File: src/rtl/imm_pkg.sv
// Shared types and helpers for the rotational immediate encoder.
// Optional MVN search is enabled by IMM_ENCODE_INVERT_EN.
package imm_pkg;

  localparam int ROT_STEPS = 16;

  typedef enum logic [1:0] {
    IDLE,
    SEARCH,
    DONE
  } state_t;

  function automatic logic [31:0] rol32(
    input logic [31:0] x,
    input logic [4:0]  amt
  );
    logic [63:0] t;
    t = {x, x} << amt;
    return t[63:32];
  endfunction

endpackage

File: src/rtl/imm_rot_check.sv
// Checks one rotation r: rol(cand, 2r) must fit in 8 bits.
// Purely combinational; replicated per rotation lane.
module imm_rot_check
  import imm_pkg::*;
(
  input  logic [31:0] cand,
  input  logic [3:0]  r,
  output logic        match,
  output logic [7:0]  imm8
);

  logic [31:0] rot;

  assign rot   = rol32(cand, {r, 1'b0});
  assign match = (rot[31:8] == 24'd0);
  assign imm8  = rot[7:0];

endmodule

File: src/rtl/imm_encoder_rotational.sv
// Multicycle search for the {rot, imm8} encoding of a constant.
// Define IMM_ENCODE_INVERT_EN to retry with ~value after a miss.
module imm_encoder_rotational
  import imm_pkg::*;
#(
  parameter int ROT_PER_CYCLE = 1
) (
  input  logic        clk,
  input  logic        reset_n,
  input  logic        in_valid,
  output logic        in_ready,
  input  logic [31:0] value,
  output logic        out_valid,
  input  logic        out_ready,
  output logic        encodable,
  output logic        invert,
  output logic [11:0] imm12
);

  localparam int         NGRP = ROT_STEPS / ROT_PER_CYCLE;
  localparam logic [3:0] LAST = 4'(NGRP - 1);

  state_t      state_q, state_d;
  logic [31:0] cand_q, cand_d;
  logic [3:0]  grp_q, grp_d;
  logic        enc_q, enc_d;
  logic [11:0] imm12_q, imm12_d;
`ifdef IMM_ENCODE_INVERT_EN
  logic        pass_q, pass_d;
  logic        inv_q, inv_d;
`endif

  logic [3:0] r_v   [ROT_PER_CYCLE];
  logic       hit_v [ROT_PER_CYCLE];
  logic [7:0] imm_v [ROT_PER_CYCLE];

  for (genvar i = 0; i < ROT_PER_CYCLE; i++) begin : g_lane
    assign r_v[i] = grp_q * 4'(ROT_PER_CYCLE) + 4'(i);
    imm_rot_check u_chk (
      .cand  (cand_q),
      .r     (r_v[i]),
      .match (hit_v[i]),
      .imm8  (imm_v[i])
    );
  end

  logic       hit;
  logic [3:0] hit_r;
  logic [7:0] hit_imm;

  // Lowest matching rotation in the current group wins.
  always_comb begin
    hit     = 1'b0;
    hit_r   = 4'd0;
    hit_imm = 8'd0;
    for (int i = ROT_PER_CYCLE - 1; i >= 0; i--) begin
      if (hit_v[i]) begin
        hit     = 1'b1;
        hit_r   = r_v[i];
        hit_imm = imm_v[i];
      end
    end
  end

  // Next-state and result capture for IDLE/SEARCH/DONE.
  always_comb begin
    state_d = state_q;
    cand_d  = cand_q;
    grp_d   = grp_q;
    enc_d   = enc_q;
    imm12_d = imm12_q;
`ifdef IMM_ENCODE_INVERT_EN
    pass_d  = pass_q;
    inv_d   = inv_q;
`endif
    unique case (state_q)
      IDLE: begin
        if (in_valid) begin
          cand_d  = value;
          grp_d   = 4'd0;
`ifdef IMM_ENCODE_INVERT_EN
          pass_d  = 1'b0;
`endif
          state_d = SEARCH;
        end
      end
      SEARCH: begin
        if (hit) begin
          enc_d   = 1'b1;
          imm12_d = {hit_r, hit_imm};
`ifdef IMM_ENCODE_INVERT_EN
          inv_d   = pass_q;
`endif
          state_d = DONE;
        end else if (grp_q == LAST) begin
`ifdef IMM_ENCODE_INVERT_EN
          if (!pass_q) begin
            cand_d = ~cand_q;
            pass_d = 1'b1;
            grp_d  = 4'd0;
          end else begin
            enc_d   = 1'b0;
            imm12_d = 12'd0;
            inv_d   = 1'b0;
            state_d = DONE;
          end
`else
          enc_d   = 1'b0;
          imm12_d = 12'd0;
          state_d = DONE;
`endif
        end else begin
          grp_d = grp_q + 4'd1;
        end
      end
      DONE: begin
        if (out_ready) state_d = IDLE;
      end
      default: state_d = IDLE;
    endcase
  end

  // State, search context and result registers.
  always_ff @(posedge clk or negedge reset_n) begin
    if (!reset_n) begin
      state_q <= IDLE;
      cand_q  <= 32'd0;
      grp_q   <= 4'd0;
      enc_q   <= 1'b0;
      imm12_q <= 12'd0;
`ifdef IMM_ENCODE_INVERT_EN
      pass_q  <= 1'b0;
      inv_q   <= 1'b0;
`endif
    end else begin
      state_q <= state_d;
      cand_q  <= cand_d;
      grp_q   <= grp_d;
      enc_q   <= enc_d;
      imm12_q <= imm12_d;
`ifdef IMM_ENCODE_INVERT_EN
      pass_q  <= pass_d;
      inv_q   <= inv_d;
`endif
    end
  end

  assign in_ready  = (state_q == IDLE);
  assign out_valid = (state_q == DONE);
  assign encodable = enc_q;
  assign imm12     = imm12_q;
`ifdef IMM_ENCODE_INVERT_EN
  assign invert    = inv_q;
`else
  assign invert    = 1'b0;
`endif

endmodule

File: config.mk
export PLATFORM = sky130hd
export DESIGN_NAME = imm_encoder_rotational
export DESIGN_NICKNAME = d
export VERILOG_FILES = /design/src/rtl/imm_pkg.sv /design/src/rtl/imm_rot_check.sv /design/src/rtl/imm_encoder_rotational.sv
export SDC_FILE = /design/constraint.sdc
export NUM_CORES = 1
export LEC_CHECK = 0
export CAP_MARGIN = 30
export CORE_MARGIN = 2
export CORE_UTILIZATION = 40
export CTS_BUF_LIST = sky130_fd_sc_hd__clkbuf_2 sky130_fd_sc_hd__clkbuf_4 sky130_fd_sc_hd__clkbuf_8
export CTS_CLUSTER_DIAMETER = 30
export DETAILED_ROUTE_END_ITERATION = 6
export DONT_BUFFER_PORTS = 1
export PLACE_DENSITY = 0.63
export SLEW_MARGIN = 20
export SYNTH_ARGS = -nofsm -noshare
export SYNTH_HDL_FRONTEND = slang
export SYNTH_SLANG_ARGS = --single-unit
File: constraint.sdc
create_clock -name clk -period 3.3 [get_ports clk]
set_clock_uncertainty 0.15 [all_clocks]
set_input_delay 0.33 -clock clk [delete_from_list [all_inputs] [get_ports clk]]
set_output_delay 0.33 -clock clk [all_outputs]
set_load 0.02 [all_outputs]
==> reports/qor.yml <==
cts_buffers: 5
slowest_stage: "dfrtp_4"
ant_nets: 0
fin_tns_setup_ps: 0
antenna_found_initial: 0
clkSinkCount: 51
cp.required_ps: 3340
hp-start: "out_ready"
reg2reg_to: "imm12[9]"
die_h_um: 100
synthCells: 416
synth-seq-area-share: 0.345
rr_worst_depth: 8
rr_startpoint: "grp_q[1]"
layout_commonest_cell: "nand2_1"
crit_type: "reg2reg"
arrival_ps: 3130
core_mm2: 0.00911
stdcell_count: 557
synth_warnings: 0
syn_area_mm2: 0.00370
slew_headroom: 0.518
drt_drc_violations_left: 0
setup_viol: 0
drt_wl_total_mm: 9.79
critPathBufInv: 1
clk_latency_ps: 310
clock_tree.buffer_depth: 2
dpl.hpwl_mm: 7.02
port_buffers: 0
syn_avg_cell_area_um2: 8.90
drive_above_1_share: 0.155
fin_nets: 482
drt_iter0_drc: 207
hp-class: "in2reg"
synth_enable_flop_cells: 0
crit_fanout: 16
power_density_mw_per_mm2: 1080
fill_cells: 908
grt-ovfl-total: 0
fp.dieArea_mm2: 0.0100
status: "finished clean"
fin_total_pwr_mw: 4.59
grt_setup_unrepaired: "no"
synth_async_sr_flop_share: 1.00
wl_per_cell_um: 17.6
cpPeakStageDelay_ps: 600
synth_flop_cell: "dfrtp_1"
placed_cells: 514
top_usage_layer: "met2"
grt_max_degree: 52
grt_usage: 0.204
initial_utilization: 0.407
use_met2: 0.333
preCtsSetupSlack_ps: 194
io-pin-count: 52
fmaxAchievable_ghz: 0.323
cp.depth: 8
antenna_cells: 0
ys_types: 54
postCtsSetupBuffers: 0
finalWorstPathRequiredPeriod_ps: 3090
p_leak_nw: 1.87
hold_depth: 2
finalHoldViolCount: 0
r2r_slack_ps: 210
grt_pass1_vias: 3140
htreeDepth: 2
clockRootBuffer: "clkbuf_8"
routabilityCongestion: 0.919
vias: 3237
timing.final.crit_share: 0.937
routed_via_density: 5.81
endpoint: "imm12[9]"
rows: 35
worst_pin_slew_ps: 723
ys_ff_latch: 51
startpoint: "grp_q[1]"
cts_tree: "yes"
first_pass_iters: 4
cts.clk_slew.worst_paths_ps: 100
max_cap_violations: 0
slew_violations: 0
setup_ws_ps: 207
cpLargestDelayFamily: "compound AO/OA/AOI/OAI gates"
chipWidth_um: 100
syn-num-nets: 453
synthToLayoutAreaGrowth_pct: 15.2
cp-end-kind: "register"
peakVddDrop_mv: 0.483
grt_pass1_wl_mm: 16.4
start_kind: "register"
met3_usage: 0.0286
use_met1: 0.293
mostFrequentLayoutCells: "142 x nand2_1, 50 x dfrtp_1, 33 x dlygate4sd3_1, 29 x mux2i_1, 18 x buf_4"
path_cells: "buf_4 > mux2i_1 > mux2i_2 > a2111oi_4 > o211ai_1 > a22oi_4 > and2_2 > o221ai_1"
## registers in the layout, summed over array words and instances, names as in the netlist
register   cells
encodable      1
state_q        2
grp_q          4
cand_q        32
imm12         12
## cell type report
type,count,area (µm²),area share
sequential,51,1280,0.300
tap,111,139,0.0326
clock buffer,7,90.1,0.0211
clock inverter,1,8.76,0.00205
inverter,5,18.8,0.00440
timing repair buffer,54,533,0.125
multi-input combinational,328,2200,0.515
## cells by family (layout without fill, tap and decap cells)
logic type / count (synthesis) / after routing / share of synthesized area
compound gates: 60 / 60 / 0.127
fa+ha+maj: 1 / 1 / 0.00338
buf+inv: 37 / 67 / 0.0622
flops: 51 / 51 / 0.345
mux: 57 / 57 / 0.216
other cells: 1 / 1 / 0.00101
simple gates: 209 / 209 / 0.246
## synth_stat cells (all sizes together), types with 5 or more instances
cell     count  area share
mux2i       30       0.082
dfrtp       51        0.34
a2111oi      6       0.023
nor2        16       0.016
nor3        10       0.014
buf         19       0.044
a21oi       14       0.020
inv          5      0.0051
o211ai      12       0.024
nand4       17       0.029
o21ai        8       0.011
mux4        17        0.10
clkbuf      13       0.013
a211oi       5       0.010
mux2        10       0.030
nand2      142        0.14
nand3        5      0.0068
## report_power, final
group          total [mW]  switching [mW]  internal, mW  leakage [nW]
Clock               0.401           0.220         0.181        0.0519
Combinational        2.70            1.40          1.30          1.22
Sequential           1.49           0.585         0.903         0.601
## how the worst min path moves through the flow
stage,endpoint,slack [ps]
2_1_floorplan,cand_q[0],-120
3_3_place_gp,imm12[9],-110
3_5_place_dp,imm12[9],-110
4_1_cts,state_q[1],40
5_1_grt,state_q[1],40
6_report,state_q[1],30
## worst register-to-register path, cell delays in order (launching register included)
cell,delay (ps)
dfrtp_4,600
buf_4,210
mux2i_1,380
mux2i_2,210
a2111oi_4,380
o211ai_1,180
a22oi_4,340
and2_2,360
o221ai_1,160
## layer usage
layer | vias up | wire length, µm
li1 | 1548 | -
met4 | 0 | 176
met3 | 12 | 554
met5 | - | 0
met2 | 106 | 4620
met1 | 1571 | 4440
## stage by stage
stage / area [µm²] / utilization / hold slack, ps
after floorplan: 3700 / - / -116
after global placement: 3800 / 0.417 / -114
after detailed placement: 3800 / 0.417 / -114
after CTS: 4260 / 0.467 / 38.7
after global routing: 4270 / 0.468 / 40.9
final: 4270 / 0.468 / 31.4
## what timing repair did
item / CTS / global route
endpoints found under the setup margin: 0 / 14
endpoints found under the hold margin: 83 / 0
gates resized for setup: 0 / 1
hold buffers: 34 / 0
No activity file was read; power rests on OpenSTA's default activity.
